`src/rtl/pipe_ctrl.sv`:
```
// Pipeline control for a Y86-style five-stage pipeline: fetch-address select, PC prediction,
// stall/bubble generation and a halt FSM. Optional macro PIPE_CTRL_MISPRED_CNT_EN adds mispred_cnt.
module pipe_ctrl (
  input  logic        clk,
  input  logic        reset,
  input  logic [3:0]  f_icode,
  input  logic [63:0] f_valC,
  input  logic [63:0] f_valP,
  input  logic [3:0]  d_icode,
  input  logic [3:0]  d_srcA,
  input  logic [3:0]  d_srcB,
  input  logic [3:0]  e_icode,
  input  logic [3:0]  e_dstM,
  input  logic        e_cnd,
  input  logic [3:0]  m_icode,
  input  logic        m_cnd,
  input  logic [63:0] m_valA,
  input  logic [1:0]  m_stat,
  input  logic [3:0]  w_icode,
  input  logic [63:0] w_valM,
  input  logic [1:0]  w_stat,
  output logic [63:0] f_pc,
  output logic [63:0] pred_pc,
  output logic        f_stall,
  output logic        d_stall,
  output logic        d_bubble,
  output logic        e_bubble,
  output logic        m_bubble,
  output logic        w_stall,
  output logic        halted,
  output logic [1:0]  stop_code
`ifdef PIPE_CTRL_MISPRED_CNT_EN
  ,
  output logic [31:0] mispred_cnt
`endif
);

  localparam logic [3:0] I_JXX   = 4'h7;
  localparam logic [3:0] I_CALL  = 4'h8;
  localparam logic [3:0] I_RET   = 4'h9;
  localparam logic [3:0] I_MRMOV = 4'h5;
  localparam logic [3:0] I_POP   = 4'hB;
  localparam logic [3:0] R_NONE  = 4'hF;

  typedef enum logic [0:0] {RUN = 1'b0, STOPPED = 1'b1} state_t;

  state_t      state_r, state_nxt_s;
  logic [63:0] pred_pc_r;
  logic        halted_r;
  logic [1:0]  stop_code_r;
  logic        loaduse_s, retpipe_s, mispred_s;
  logic [63:0] pred_nxt_s;

  assign loaduse_s = ((e_icode == I_MRMOV) || (e_icode == I_POP)) && (e_dstM != R_NONE) &&
                     ((e_dstM == d_srcA) || (e_dstM == d_srcB));
  assign retpipe_s = (d_icode == I_RET) || (e_icode == I_RET) || (m_icode == I_RET);
  assign mispred_s = (e_icode == I_JXX) && !e_cnd;
  assign pred_nxt_s = ((f_icode == I_JXX) || (f_icode == I_CALL)) ? f_valC : f_valP;

  // Fetch address: resolved mispredicted branch beats returning RET beats prediction.
  always_comb begin
    f_pc = 64'h0;
    if (reset) begin
      f_pc = 64'h0;
    end else if ((m_icode == I_JXX) && !m_cnd) begin
      f_pc = m_valA;
    end else if (w_icode == I_RET) begin
      f_pc = w_valM;
    end else begin
      f_pc = pred_pc_r;
    end
  end

  // Next state plus stall/bubble decode; all outputs forced quiet while reset is held.
  always_comb begin
    state_nxt_s = state_r;
    f_stall     = 1'b0;
    d_stall     = 1'b0;
    d_bubble    = 1'b0;
    e_bubble    = 1'b0;
    m_bubble    = 1'b0;
    w_stall     = 1'b0;
    if (reset) begin
      state_nxt_s = RUN;
    end else begin
      case (state_r)
        RUN: begin
          f_stall  = loaduse_s || retpipe_s;
          d_stall  = loaduse_s;
          d_bubble = mispred_s || (!loaduse_s && retpipe_s);
          e_bubble = mispred_s || loaduse_s;
          m_bubble = (m_stat != 2'd0) || (w_stat != 2'd0);
          w_stall  = (w_stat != 2'd0);
          if (w_stat != 2'd0) begin
            state_nxt_s = STOPPED;
          end else begin
            state_nxt_s = RUN;
          end
        end
        STOPPED: begin
          f_stall     = 1'b1;
          d_stall     = 1'b1;
          m_bubble    = 1'b1;
          w_stall     = 1'b1;
          state_nxt_s = STOPPED;
        end
        default: begin
          state_nxt_s = RUN;
        end
      endcase
    end
  end

  // State, prediction and stop status registers.
  always_ff @(posedge clk) begin
    if (reset) begin
      state_r     <= RUN;
      pred_pc_r   <= 64'h0;
      halted_r    <= 1'b0;
      stop_code_r <= 2'd0;
    end else begin
      state_r <= state_nxt_s;
      if ((state_r == RUN) && !f_stall) begin
        pred_pc_r <= pred_nxt_s;
      end
      if ((state_r == RUN) && (w_stat != 2'd0)) begin
        halted_r    <= 1'b1;
        stop_code_r <= w_stat;
      end
    end
  end

`ifdef PIPE_CTRL_MISPRED_CNT_EN
  logic [31:0] mispred_cnt_r;

  // Saturating count of execute-stage mispredictions seen while running.
  always_ff @(posedge clk) begin
    if (reset) begin
      mispred_cnt_r <= 32'h0;
    end else if ((state_r == RUN) && mispred_s && (mispred_cnt_r != 32'hFFFF_FFFF)) begin
      mispred_cnt_r <= mispred_cnt_r + 32'h1;
    end
  end

  assign mispred_cnt = mispred_cnt_r;
`endif

  assign pred_pc   = pred_pc_r;
  assign halted    = halted_r;
  assign stop_code = stop_code_r;

endmodule

```
`config.mk`:
```
export PLATFORM = sky130hd
export DESIGN_NAME = pipe_ctrl
export DESIGN_NICKNAME = d
export VERILOG_FILES = /design/src/rtl/pipe_ctrl.sv
export SDC_FILE = /design/constraint.sdc
export NUM_CORES = 1
export LEC_CHECK = 0
export CELL_PAD_IN_SITES_DETAIL_PLACEMENT = 1
export CELL_PAD_IN_SITES_GLOBAL_PLACEMENT = 1
export CORE_ASPECT_RATIO = 0.8
export CORE_MARGIN = 2
export CORE_UTILIZATION = 20
export DETAILED_ROUTE_END_ITERATION = 6
export GPL_TIMING_DRIVEN = 0
export PLACE_DENSITY_LB_ADDON = 0.1
export SYNTH_ARGS = -nofsm -noshare
export SYNTH_HDL_FRONTEND = slang
export SYNTH_SLANG_ARGS = --single-unit
```
`constraint.sdc`:
```
create_clock -name clk -period 1.6 [get_ports clk]
set_input_delay 0.24 -clock clk [delete_from_list [all_inputs] [get_ports clk]]
set_output_delay 0.24 -clock clk [all_outputs]
set_load 0.03 [all_outputs]
```
==> metrics.csv <==
metric,value,unit
status,finished with violations,
violated checks,setup timing,
routability congestion estimate,0.772,
post-synth top area share,0.261,
Synthesized Nets,934,
CP arrival,1.71,ns
Synth top cells by count,"mux2i_1 (128), nor2_1 (76), dfxtp_1 (68)",
die area,27400,µm²
nets@finish,1426,
P&R area growth vs syn,164,%
Max transition margin,0.573,
mapped cell area,5210,µm²
Global Route met2 Usage,0.443,
CTS tree,done,
Global Route met1 Usage,0.299,
Max Cap Violations,0,
vias after detailed routing,7003,
Detailed Routing Iterations Pass 1,4,
"count leader, synth",mux2i_1,
sequential area share after synthesis,0.261,
Slew Limit Fails,0,
chip width,184,µm
top post-synthesis cells by area,"dfxtp_1 (26%), mux2i_1 (25%), a211oi_1 (9.2%)",
share of cells above drive strength 1,0.432,
Mean Syn Cell Area,8.16,µm²
Seq cells post-synth,68,
Setup TNS Final,-31.67,ns
GR Util met3,0.0583,
WP data required,1.36,ns
DRC,0,
static leakage,5.34,nW
initial antenna violation count,1,
reg2reg setup slack,-0.07,ns
Worst setup SP type,primary input,
final worst path period share,1.22,
WL/cell,22.9,µm
Async SR Flop Fraction,0,
CP Class,in2out,
IO buf count,431,
CTS H-tree depth,3,
fin crit period,1.95,ns
first-pass GRT wire length,50200,µm
I/O pins,433,
Worst-Margin Slew,0.641,ns
Synth cell types,28,
vias in the first global route,7879,
grt ovf,0,
RSZ-0062 raised after global routing,yes,
final hold violation count,0,
Fmax,0.512,GHz
number of synthesized flops with an enable pin,0,
class of the worst hold path,in2reg,
vias per std cell,4.71,
site row count,52,
CP Max Fanout,6,
DRT iter0 DRCs,221,
Worst-Skew Late Latency,0.34,ns
Final setup violation count,125,
CTS Sinks,68,
core box area,25400,µm²
clk root buf,clkbuf_16,
Main synth FF type,dfxtp_1,
CP Capture Type,output pin,
Hold EP,pred_pc[10],
Initial Utilization,0.205,
slack of the critical path,-0.352,ns
Final ANT Viol Nets,0,
clock skew,0.00749,ns
largest net degree at the start of global routing,20,
critical hold path startpoint,reset,
Ys Warns,0,
worst r2r src,state_r,
worst vdd ir,405,µV
power per cell area,546,nW/µm²
total CTS buffers,9,
WHS,0.418,ns
Clock Pin Slew Worst Setup and Hold Paths,0.06,ns
post-detail-place hpwl,24400,µm
Cells after Synth,638,
Reg-to-Reg End,pred_pc[50],
top cell type by total area after synthesis,dfxtp_1,
GR peak layer,met2,
WL final,34100,µm
Worst Hold Depth,3,
die height,148,µm
CTS Buffer Depth,2,
Total GRT Usage,0.247,
Worst R2R Path Depth,6,
==> kinds of logic (layout without fill, tap and decap cells) <==
kind of cell              after synthesis  in the layout  synth area share
buffers and inverters                  73            570            0.0625
other                                   0              1                 0
DFF                                    68             68             0.261
muxes                                 128            128             0.246
AOI/OAI and AO/OA                     137            137             0.166
xor gates and xnor gates                8              8            0.0135
and+or+nand+nor                       224            224             0.251
==> metrics by stage <==
| step | utilization | instance area [µm²] | power (mW) | instances | setup slack [ns] |
|---|---|---|---|---|---|
| detailed placement | 0.433 | 11000 | 5.03 | 1420 | -1.68 |
| floorplan | - | 6260 | 3.46 | 638 | -0.350 |
| global placement | 0.433 | 11000 | 5.01 | 1420 | -1.61 |
| CTS | 0.535 | 13600 | 7.47 | 1492 | -0.428 |
| global route | 0.540 | 13700 | 7.82 | 1487 | -0.416 |
| finish | 0.540 | 13700 | 7.50 | 1487 | -0.352 |
==> routing by layer <==
| layer | part of all wire | wire length, µm |
|---|---|---|
| met1 | 0.40 | 13600 |
| met2 | 0.51 | 17500 |
| met5 | 0 | 0 |
| met3 | 0.069 | 2360 |
| met4 | 0.018 | 626 |
==> where the power goes <==
part | total [mW] | switching [mW] | leakage (nW) | internal, mW
Combinational | 3.59 | 1.69 | 4.65 | 1.90
Sequential | 2.06 | 0.215 | 0.562 | 1.84
Clock | 1.86 | 0.817 | 0.131 | 1.04
==> flip-flops by register name, summed over array words and instances, names as in the netlist <==
signal	cells
pred_pc	64
stop_code	2
halted	1
state_r	1
==> critical path, cell delays in order <==
cell	delay, ns
buf_6	0.10
nor4bb_4	0.34
buf_6	0.22
buf_12	0.14
buf_16	0.15
mux2i_4	0.28
a211oi_4	0.09
buf_6	0.15
==> how the worst max path moves through the flow <==
| stage | startpoint | end | slack, ns | depth (start not counted) |
|---|---|---|---|---|
| floorplan | m_icode[3] | f_pc[2] | -0.35 | 5 |
| global placement | w_icode[3] | f_pc[43] | -1.61 | 7 |
| detailed placement | w_icode[3] | f_pc[43] | -1.68 | 7 |
| CTS | w_icode[2] | f_pc[44] | -0.43 | 9 |
| global route | w_icode[1] | f_pc[43] | -0.42 | 8 |
| finish | w_icode[1] | f_pc[3] | -0.35 | 8 |
==> timing repair <==
action / in CTS / in global routing
setup endpoints to repair: 205 / 134
pin swaps: 84 / 37
resized for setup: 1079 / 95
hold buffers: 0 / 0
buffers inserted: 31 / 7
endpoints found under the hold margin: 0 / 0
cloned: 27 / 0
==> placed cells by master (no fill, tap or decap), types with 15 or more instances in the layout <==
cell / count
clkdlybuf4s50_1: 261
buf_6: 93
dfxtp_1: 67
dlygate4sd2_1: 67
nand2b_1: 65
mux2i_1: 62
mux2i_4: 59
a211oi_4: 59
o21ai_1: 42
nor2_2: 39
or4_4: 35
clkbuf_16: 29
nor2_1: 29
or4_1: 29
buf_4: 24
o21ai_2: 21
buf_8: 15
==> layout make-up <==
type                            instances  area (µm²)
Buffer                                 67         921
Timing Repair Buffer                  486        5060
Antenna cell                            1        2.50
Inverter                                1        3.75
Clock inverter                          7        43.8
Fill cell                            2695       11700
Tap cell                              351         439
Sequential cell                        68        1370
Multi-Input combinational cell        497        5670
Clock buffer                            9         225
Note: power is estimated with default switching activity, not from simulation.
